`src/rtl/hwpe_ctrl_package.sv`:
```
// Shared definitions for the HWPE peripheral control initiator:
// register byte offsets, the offloader state encoding and an address helper.
package hwpe_ctrl_package;

    localparam logic [31:0] TRIGGER_OFFS   = 32'h00;
    localparam logic [31:0] ACQUIRE_OFFS   = 32'h04;
    localparam logic [31:0] SOFTCLEAR_OFFS = 32'h14;
    localparam logic [31:0] JOB_BASE_OFFS  = 32'h20;

    typedef enum logic [2:0] {
        OFFLOAD_IDLE,
        OFFLOAD_ACQ,
        OFFLOAD_ACQ_WAIT,
        OFFLOAD_BACKOFF,
        OFFLOAD_PROG,
        OFFLOAD_TRIG,
        OFFLOAD_WAIT_EVT,
        OFFLOAD_CLEAR
    } offload_state_t;

    // Byte address of job register k relative to a given control base
    function automatic logic [31:0] job_reg_addr(input logic [31:0] base, input logic [31:0] k);
        return base + JOB_BASE_OFFS + (k << 2);
    endfunction

endpackage

```
`src/rtl/hwpe_ctrl_intf_periph.sv`:
```
// HWPE peripheral control port: single request channel with grant and a
// tagged response channel (r_id echoes the requester id).
interface hwpe_ctrl_intf_periph #(
    parameter int unsigned ID_WIDTH = 8
);
    logic                req;
    logic                gnt;
    logic [31:0]         add;
    logic                wen;
    logic [3:0]          be;
    logic [31:0]         data;
    logic [ID_WIDTH-1:0] id;
    logic [31:0]         r_data;
    logic                r_valid;
    logic [ID_WIDTH-1:0] r_id;

    modport master (
        output req, add, wen, be, data, id,
        input  gnt, r_data, r_valid, r_id
    );

    modport slave (
        input  req, add, wen, be, data, id,
        output gnt, r_data, r_valid, r_id
    );
endinterface

```
`src/rtl/hwpe_ctrl_offload_timer.sv`:
```
// Loadable down-counter used as the completion watchdog of the offloader.
// Only compiled when HWPE_CTRL_OFFLOADER_TIMEOUT_EN is defined.
`ifdef HWPE_CTRL_OFFLOADER_TIMEOUT_EN
module hwpe_ctrl_offload_timer #(
    parameter int unsigned CNT_W = 11
) (
    input  logic             clk_i,
    input  logic             rst_i,
    input  logic             load_i,
    input  logic [CNT_W-1:0] load_val_i,
    input  logic             en_i,
    output logic             expired_o
);

    logic [CNT_W-1:0] cnt_q, cnt_d;

    // Load has priority; otherwise count down while enabled, stopping at zero
    always_comb begin
        cnt_d = cnt_q;
        if (load_i) begin
            cnt_d = load_val_i;
        end else if (en_i && (cnt_q != '0)) begin
            cnt_d = cnt_q - CNT_W'(1);
        end
    end

    // Counter register
    always_ff @(posedge clk_i) begin
        if (rst_i) begin
            cnt_q <= '0;
        end else begin
            cnt_q <= cnt_d;
        end
    end

    // Expires in the cycle that is the load_val-th enabled cycle after loading
    assign expired_o = en_i && (cnt_q == CNT_W'(1));

endmodule
`endif

```
`src/rtl/hwpe_ctrl_offloader.sv`:
```
// HWPE control initiator: acquire a context, program job registers,
// trigger, then wait for the completion event.
// Optional completion watchdog with softclear: HWPE_CTRL_OFFLOADER_TIMEOUT_EN.
module hwpe_ctrl_offloader
    import hwpe_ctrl_package::*;
#(
    parameter int unsigned N_JOB_REGS     = 8,
    parameter int unsigned ID_WIDTH       = 16,
    parameter int unsigned CORE_ID        = 0,
    parameter logic [31:0] BASE_ADDR      = 32'h0000_0000,
    parameter int unsigned RETRY_WAIT     = 4,
    parameter int unsigned TIMEOUT_CYCLES = 1024
) (
    input  logic                                  clk_i,
    input  logic                                  rst_i,
    hwpe_ctrl_intf_periph.master                  cfg,
    input  logic                                  job_valid_i,
    output logic                                  job_ready_o,
    input  logic [$clog2(N_JOB_REGS+1)-1:0]       job_nregs_i,
    input  logic [N_JOB_REGS*32-1:0]              job_regs_i,
    input  logic                                  evt_i,
    output logic                                  busy_o,
    output logic                                  done_o,
    output logic [7:0]                            done_id_o,
    output logic                                  error_o
);

    localparam int unsigned NREG_W = $clog2(N_JOB_REGS + 1);
    localparam int unsigned IDX_W  = (N_JOB_REGS > 1) ? $clog2(N_JOB_REGS) : 1;
    localparam int unsigned BO_W   = $clog2(RETRY_WAIT + 1);
    localparam logic [ID_WIDTH-1:0] CORE_ONEHOT = ID_WIDTH'(1) << CORE_ID;

    offload_state_t      state_q, state_d;
    logic                req_q, req_d;
    logic [31:0]         add_q, add_d;
    logic                wen_q, wen_d;
    logic [3:0]          be_q, be_d;
    logic [31:0]         data_q, data_d;
    logic [ID_WIDTH-1:0] id_q, id_d;
    logic                busy_q, busy_d;
    logic                done_q, done_d;
    logic [7:0]          done_id_q, done_id_d;
    logic [7:0]          job_id_q, job_id_d;
    logic [NREG_W-1:0]   nregs_q, nregs_d;
    logic [NREG_W-1:0]   k_q, k_d;
    logic [BO_W-1:0]     bo_cnt_q, bo_cnt_d;
    logic [31:0]         regs_q [N_JOB_REGS];
    logic                accept;
    logic                rsp_hit;
    logic [NREG_W-1:0]   k_next;

    // Descriptors asking for more registers than exist are cut to the maximum
    function automatic logic [NREG_W-1:0] clamp_nregs(input logic [NREG_W-1:0] n);
        return (n > NREG_W'(N_JOB_REGS)) ? NREG_W'(N_JOB_REGS) : n;
    endfunction

`ifdef HWPE_CTRL_OFFLOADER_TIMEOUT_EN
    localparam int unsigned TMO_W = $clog2(TIMEOUT_CYCLES + 1);
    logic error_q, error_d;
    logic tmo_load, tmo_en, tmo_expired;

    assign tmo_load = (state_q == OFFLOAD_TRIG) && cfg.gnt;
    assign tmo_en   = (state_q == OFFLOAD_WAIT_EVT);

    hwpe_ctrl_offload_timer #(
        .CNT_W (TMO_W)
    ) i_timer (
        .clk_i      (clk_i),
        .rst_i      (rst_i),
        .load_i     (tmo_load),
        .load_val_i (TMO_W'(TIMEOUT_CYCLES)),
        .en_i       (tmo_en),
        .expired_o  (tmo_expired)
    );

    assign error_o = error_q;
`else
    localparam int unsigned unused_timeout_cycles = TIMEOUT_CYCLES;
    assign error_o = 1'b0;
`endif

    assign job_ready_o = (state_q == OFFLOAD_IDLE) && !rst_i;
    assign accept      = job_valid_i && job_ready_o;
    assign rsp_hit     = cfg.r_valid && (cfg.r_id == id_q);
    assign k_next      = k_q + NREG_W'(1);

    // Next-state and next-request computation for the offload sequence
    always_comb begin
        state_d   = state_q;
        req_d     = req_q;
        add_d     = add_q;
        wen_d     = wen_q;
        be_d      = be_q;
        data_d    = data_q;
        id_d      = id_q;
        busy_d    = busy_q;
        done_d    = 1'b0;
        done_id_d = done_id_q;
        job_id_d  = job_id_q;
        nregs_d   = nregs_q;
        k_d       = k_q;
        bo_cnt_d  = bo_cnt_q;
`ifdef HWPE_CTRL_OFFLOADER_TIMEOUT_EN
        error_d   = 1'b0;
`endif
        unique case (state_q)
            OFFLOAD_IDLE: begin
                if (accept) begin
                    nregs_d = clamp_nregs(job_nregs_i);
                    k_d     = '0;
                    busy_d  = 1'b1;
                    state_d = OFFLOAD_ACQ;
                    req_d   = 1'b1;
                    add_d   = BASE_ADDR + ACQUIRE_OFFS;
                    wen_d   = 1'b1;
                    be_d    = 4'hF;
                    data_d  = '0;
                    id_d    = CORE_ONEHOT;
                end
            end
            OFFLOAD_ACQ: begin
                if (cfg.gnt) begin
                    req_d   = 1'b0;
                    state_d = OFFLOAD_ACQ_WAIT;
                end
            end
            OFFLOAD_ACQ_WAIT: begin
                if (rsp_hit) begin
                    if (cfg.r_data[31]) begin
                        state_d  = OFFLOAD_BACKOFF;
                        bo_cnt_d = BO_W'(RETRY_WAIT - 1);
                    end else begin
                        job_id_d = cfg.r_data[7:0];
                        req_d    = 1'b1;
                        wen_d    = 1'b0;
                        be_d     = 4'hF;
                        if (nregs_q != '0) begin
                            state_d = OFFLOAD_PROG;
                            add_d   = job_reg_addr(BASE_ADDR, 32'd0);
                            data_d  = regs_q[0];
                        end else begin
                            state_d = OFFLOAD_TRIG;
                            add_d   = BASE_ADDR + TRIGGER_OFFS;
                            data_d  = '0;
                        end
                    end
                end
            end
            OFFLOAD_BACKOFF: begin
                if (bo_cnt_q == '0) begin
                    state_d = OFFLOAD_ACQ;
                    req_d   = 1'b1;
                    add_d   = BASE_ADDR + ACQUIRE_OFFS;
                    wen_d   = 1'b1;
                    be_d    = 4'hF;
                    data_d  = '0;
                end else begin
                    bo_cnt_d = bo_cnt_q - BO_W'(1);
                end
            end
            OFFLOAD_PROG: begin
                // Address/data only move on grant, so a stalled write is held
                if (cfg.gnt) begin
                    if (k_next == nregs_q) begin
                        state_d = OFFLOAD_TRIG;
                        add_d   = BASE_ADDR + TRIGGER_OFFS;
                        data_d  = '0;
                    end else begin
                        k_d    = k_next;
                        add_d  = job_reg_addr(BASE_ADDR, 32'(k_next));
                        data_d = regs_q[IDX_W'(k_next)];
                    end
                end
            end
            OFFLOAD_TRIG: begin
                if (cfg.gnt) begin
                    req_d   = 1'b0;
                    state_d = OFFLOAD_WAIT_EVT;
                end
            end
            OFFLOAD_WAIT_EVT: begin
                if (evt_i) begin
                    state_d   = OFFLOAD_IDLE;
                    busy_d    = 1'b0;
                    done_d    = 1'b1;
                    done_id_d = job_id_q;
                end
`ifdef HWPE_CTRL_OFFLOADER_TIMEOUT_EN
                else if (tmo_expired) begin
                    state_d = OFFLOAD_CLEAR;
                    req_d   = 1'b1;
                    add_d   = BASE_ADDR + SOFTCLEAR_OFFS;
                    wen_d   = 1'b0;
                    be_d    = 4'hF;
                    data_d  = '0;
                end
`endif
            end
`ifdef HWPE_CTRL_OFFLOADER_TIMEOUT_EN
            OFFLOAD_CLEAR: begin
                if (cfg.gnt) begin
                    req_d   = 1'b0;
                    state_d = OFFLOAD_IDLE;
                    busy_d  = 1'b0;
                    error_d = 1'b1;
                end
            end
`endif
            default: begin
                state_d = OFFLOAD_IDLE;
                req_d   = 1'b0;
            end
        endcase
    end

    // FSM state and registered outputs
    always_ff @(posedge clk_i) begin
        if (rst_i) begin
            state_q   <= OFFLOAD_IDLE;
            req_q     <= 1'b0;
            add_q     <= '0;
            wen_q     <= 1'b1;
            be_q      <= '0;
            data_q    <= '0;
            id_q      <= '0;
            busy_q    <= 1'b0;
            done_q    <= 1'b0;
            done_id_q <= '0;
            job_id_q  <= '0;
            nregs_q   <= '0;
            k_q       <= '0;
            bo_cnt_q  <= '0;
`ifdef HWPE_CTRL_OFFLOADER_TIMEOUT_EN
            error_q   <= 1'b0;
`endif
        end else begin
            state_q   <= state_d;
            req_q     <= req_d;
            add_q     <= add_d;
            wen_q     <= wen_d;
            be_q      <= be_d;
            data_q    <= data_d;
            id_q      <= id_d;
            busy_q    <= busy_d;
            done_q    <= done_d;
            done_id_q <= done_id_d;
            job_id_q  <= job_id_d;
            nregs_q   <= nregs_d;
            k_q       <= k_d;
            bo_cnt_q  <= bo_cnt_d;
`ifdef HWPE_CTRL_OFFLOADER_TIMEOUT_EN
            error_q   <= error_d;
`endif
        end
    end

    // Descriptor register values, captured on accept
    always_ff @(posedge clk_i) begin
        if (accept) begin
            for (int i = 0; i < N_JOB_REGS; i++) begin
                regs_q[i] <= job_regs_i[i*32 +: 32];
            end
        end
    end

    assign cfg.req   = req_q;
    assign cfg.add   = add_q;
    assign cfg.wen   = wen_q;
    assign cfg.be    = be_q;
    assign cfg.data  = data_q;
    assign cfg.id    = id_q;
    assign busy_o    = busy_q;
    assign done_o    = done_q;
    assign done_id_o = done_id_q;

endmodule

```
`src/flat_wrapper.sv`:
```
// flat-port wrapper written by rule: the top's interface ports become plain ports
module hwpe_ctrl_offloader_flat import hwpe_ctrl_package::*;
#(
    parameter int unsigned N_JOB_REGS     = 8,
    parameter int unsigned ID_WIDTH       = 16,
    parameter int unsigned CORE_ID        = 0,
    parameter logic [31:0] BASE_ADDR      = 32'h0000_0000,
    parameter int unsigned RETRY_WAIT     = 4,
    parameter int unsigned TIMEOUT_CYCLES = 1024
)
  (clk_i, rst_i, job_valid_i, job_ready_o, job_nregs_i, job_regs_i, evt_i, busy_o, done_o, done_id_o, error_o, cfg_req, cfg_add, cfg_wen, cfg_be, cfg_data, cfg_id, cfg_gnt, cfg_r_data, cfg_r_valid, cfg_r_id);
  hwpe_ctrl_intf_periph #(.ID_WIDTH(ID_WIDTH)) cfg_i ();
  input  logic clk_i;
  input  logic rst_i;
  input  logic job_valid_i;
  output logic job_ready_o;
  input  logic [$clog2(N_JOB_REGS+1)-1:0] job_nregs_i;
  input  logic [N_JOB_REGS*32-1:0] job_regs_i;
  input  logic evt_i;
  output logic busy_o;
  output logic done_o;
  output logic [7:0] done_id_o;
  output logic error_o;
  output wire logic [$bits(cfg_i.req)-1:0] cfg_req;
  output wire logic [$bits(cfg_i.add)-1:0] cfg_add;
  output wire logic [$bits(cfg_i.wen)-1:0] cfg_wen;
  output wire logic [$bits(cfg_i.be)-1:0] cfg_be;
  output wire logic [$bits(cfg_i.data)-1:0] cfg_data;
  output wire logic [$bits(cfg_i.id)-1:0] cfg_id;
  input wire logic [$bits(cfg_i.gnt)-1:0] cfg_gnt;
  input wire logic [$bits(cfg_i.r_data)-1:0] cfg_r_data;
  input wire logic [$bits(cfg_i.r_valid)-1:0] cfg_r_valid;
  input wire logic [$bits(cfg_i.r_id)-1:0] cfg_r_id;
  assign cfg_req = cfg_i.req;
  assign cfg_add = cfg_i.add;
  assign cfg_wen = cfg_i.wen;
  assign cfg_be = cfg_i.be;
  assign cfg_data = cfg_i.data;
  assign cfg_id = cfg_i.id;
  assign cfg_i.gnt = cfg_gnt;
  assign cfg_i.r_data = cfg_r_data;
  assign cfg_i.r_valid = cfg_r_valid;
  assign cfg_i.r_id = cfg_r_id;
  hwpe_ctrl_offloader #(.N_JOB_REGS(N_JOB_REGS), .ID_WIDTH(ID_WIDTH), .CORE_ID(CORE_ID), .BASE_ADDR(BASE_ADDR), .RETRY_WAIT(RETRY_WAIT), .TIMEOUT_CYCLES(TIMEOUT_CYCLES)) u_core (.clk_i(clk_i), .rst_i(rst_i), .cfg(cfg_i), .job_valid_i(job_valid_i), .job_ready_o(job_ready_o), .job_nregs_i(job_nregs_i), .job_regs_i(job_regs_i), .evt_i(evt_i), .busy_o(busy_o), .done_o(done_o), .done_id_o(done_id_o), .error_o(error_o));
endmodule
```
`config.mk`:
```
export PLATFORM = sky130hd
export DESIGN_NAME = hwpe_ctrl_offloader_flat
export DESIGN_NICKNAME = d
export VERILOG_FILES = /design/src/rtl/hwpe_ctrl_package.sv /design/src/rtl/hwpe_ctrl_intf_periph.sv /design/src/rtl/hwpe_ctrl_offload_timer.sv /design/src/rtl/hwpe_ctrl_offloader.sv /design/src/flat_wrapper.sv
export SDC_FILE = /design/constraint.sdc
export NUM_CORES = 1
export LEC_CHECK = 0
export BUFFER_PORTS_ARGS = -buffer_cell sky130_fd_sc_hd__buf_4
export CAP_MARGIN = 5
export CORE_ASPECT_RATIO = 0.5
export CORE_MARGIN = 2
export CORE_UTILIZATION = 36
export DETAILED_ROUTE_END_ITERATION = 6
export HOLD_SLACK_MARGIN = 0.15
export MAX_ROUTING_LAYER = met4
export PLACE_DENSITY_LB_ADDON = 0.3
export SLEW_MARGIN = 25
export SYNTH_ARGS = -nofsm -noshare
export SYNTH_HDL_FRONTEND = slang
export SYNTH_HIERARCHICAL = 1
export SYNTH_SLANG_ARGS = --single-unit
```
`constraint.sdc`:
```
create_clock -name clk_i -period 13.6 [get_ports clk_i]
set_input_delay 3.4 -clock clk_i [delete_from_list [all_inputs] [get_ports clk_i]]
set_output_delay 3.4 -clock clk_i [all_outputs]
set_load 0.01 [all_outputs]
```
==> out/metrics.yaml <==
synth_edf_count: 256
vdd_ir_drop_max_mv: 0.08699
layout-drive-gt1-share: 0.4489
dp.cells: 1582
dp_hpwl_um: 23110
yosysSeqAreaShare: 0.6941
routed_via_density: 4.911
path_class: "input pin to output port"
yosys_warnings: 6
fin_skew_ns: 0.01786
synth_area_leaders: "edfxtp_1 58%, dfxtp_1 11%, mux4_2 11%"
postRouteAntennaNets: 0
start_util: 0.3663
worstPathMaxFanout: 37
setup_viol: 0
syn_area_um2: 13180
routedWlPerCell_um: 20.97
io_pins: 412
final_nets: 1448
grt_start_max_net_pins: 100
fin_tns_setup_ns: 0
yosysUniqueCellTypes: 56
cp-start-kind: "input pin"
routed_wl_um: 34410
die_area_um2: 38250
grt_overflow: 0
crit_slowest_cell: "buf_4"
powerDensity_nw_per_um2: 128.2
gp_congestion: 0.8175
crit_required_ns: 10.20
worstPathCellList: "buf_4 > nor4_2 > buf_4"
postCtsResizedCells: 0
clkPwrFrac: 0.401
switching_share: 0.2132
final_cells: 1641
cts_hold_buf: 0
status: "finished clean"
cap_viol_max_count: 0
synth_ff_type: "edfxtp_1"
maxSlewViolCount: 0
h-tree-depth: 1
clk_path_buf_depth: 3
cts_tree: "done"
postCtsSetupBuffers: 0
antenna_found_initial: 3
syn_area_per_cell_um2: 16.66
power_frac_seq: 0.528
clock_latency_ns: 0.57
grt_setup_unrepaired: "no"
row_count: 49
grt_pass1_vias: 8495
drt_iter0_drc: 491
port_buffers: 345
p_comb_frac: 0.071
p_int_mw: 1.727
cts-root-buf: "clkbuf_16"
syn_inst: 791
hold_violations: 0
drc_errors: 0
firstDrtPassIters: 5
slew_headroom: 0.3003
synth-seq-cells: 329
end_kind: "output port"
synth_top_area_frac: 0.5832
period_minus_slack_ns: 7.456
area_growth_pct: 29.89
multi_input_area_um2: 3630
grt_pass1_wl_um: 51500
p_leak_nw: 6.334
vias: 8059
slowest_delay_ns: 0.24
clkSinkCount: 329
finalCritPeriodShare: 0.5482
min_path_type: "flop to flop"
chipHeight_um: 139.3
core_um2: 35990
cp_common_cell: "buf_4"
dieWidth_um: 274.6
worstPathArrival_ns: 4.06
p_sw_mw: 0.4679
synth_top_area_cell: "edfxtp_1"
seq_area_um2: 9153
tightestPinTransition_ns: 1.050
async_reset_ff_frac: 0
numCtsBuffers: 31
clk_pin_slew_ns: 0.06
max_freq_mhz: 134.1
fillers: 3141
grt_use_total: 0.1837
-- final timing paths --
path	cells after the start	endpoint	start	slack, ns
worst max-delay path	3	job_ready_o	rst_i	6.14
worst min-delay path	2	u_core/done_id_o[1]$_SDFFE_PP0P_	u_core/job_id_q[1]$_SDFFE_PP0P_	0.46
worst max register to register	7	u_core/cfg.add[5]$_SDFFE_PP0P_	u_core/k_q[0]$_SDFFE_PP0P_	10.18
worst min register to register	2	u_core/done_id_o[1]$_SDFFE_PP0P_	u_core/job_id_q[1]$_SDFFE_PP0P_	0.46
-- routing by layer --
layer	track usage	share of wire
met1	0.2142	0.39
met2	0.3259	0.54
met3	0.02778	0.035
met4	0.05892	0.029
met5	-	0
-- cell families (layout without fill, tap and decap cells) --
kind of cell	count (synthesis)	after routing	synth area share
flip-flops	329	329	0.6941
XOR/XNOR	10	10	0.007688
other	1	46	0.0002845
buffers and inverters	97	418	0.04604
AND/OR/NAND/NOR	159	159	0.05705
multiplexers	73	73	0.1162
AO/OA/AOI/OAI	119	119	0.07584
adder cells (fa/ha/maj)	3	3	0.002848
-- critical path: cells and delay by family --
kind / cells / cell delay, ns
AND/OR/NAND/NOR: 1 / 0.23
buffers and inverters: 2 / 0.42
-- final cells by class --
cell class | count | share of cell area
sequential | 329 | 0.5346
multi-input combinational | 407 | 0.2120
timing repair buffer | 355 | 0.1559
clock buffer | 43 | 0.05086
tap | 484 | 0.03537
clock inverter | 13 | 0.008916
inverter | 7 | 0.001973
antenna | 3 | 0.0004385
-- synth_stat cells (all sizes together) (2+ instances only) --
| cell type | n |
|---|---|
| edfxtp | 256 |
| nand2 | 91 |
| buf | 79 |
| dfxtp | 73 |
| mux4 | 64 |
| a21oi | 52 |
| a221o | 33 |
| nor2 | 25 |
| clkbuf | 11 |
| mux2i | 9 |
| o21ai | 9 |
| inv | 7 |
| nand3 | 7 |
| nor3 | 6 |
| nor4 | 6 |
| and3 | 5 |
| nor3b | 5 |
| xor2 | 5 |
| a22o | 4 |
| a311oi | 4 |
| nand2b | 4 |
| xnor2 | 4 |
| a211oi | 3 |
| a21o | 3 |
| ha | 3 |
| nor2b | 3 |
| a21boi | 2 |
| nor4b | 2 |
| or3b | 2 |
-- stage by stage --
stage	util	total power, mW	setup WS, ns	hold slack (ns)	cell area, µm²
after floorplan	-	1.260	6.261	0.4312	13340
after global placement	0.4470	1.330	6.148	0.4384	16090
after detailed placement	0.4470	1.339	6.140	0.4474	16090
after CTS	0.4754	2.220	6.146	0.4644	17110
after global routing	0.4758	2.275	6.099	0.4824	17120
final	0.4758	2.195	6.144	0.4597	17120
-- state kept, by name (all words and copies together) (netlist names), 3 cells and up --
signal and cells:
u_core/cfg.add 5, u_core/done_id_o 8, u_core/cfg.data 32, u_core/state_q 3
u_core/bo_cnt_q 3, u_core/regs_q 256, u_core/k_q 4, u_core/nregs_q 4
u_core/job_id_q 8
-- layout by cell type (no fill, tap or decap), drive strengths merged, types with 4 or more instances in the layout --
master	count
inv	8
edfxtp	256
a21oi	52
a221o	33
nor3	6
clkbuf	43
nor3b	5
a22o	4
o21ai	9
dfxtp	73
xnor2	4
a311oi	4
nor2	25
nand2b	4
xor2	5
nor4	6
conb	43
and3	5
clkinv	6
nand3	7
nand2	91
mux4	64
buf	355
mux2i	9
-- power groups by stage --
stage / logic, mW / registers, mW / clock network, mW
6_report: 0.156 / 1.16 / 0.879
4_1_cts: 0.157 / 1.16 / 0.902
3_3_place_gp: 0.152 / 1.18 / 0
2_1_floorplan: 0.0798 / 1.18 / 0
3_5_place_dp: 0.157 / 1.18 / 0
5_1_grt: 0.170 / 1.16 / 0.941
(Power assumes the default switching activity.)
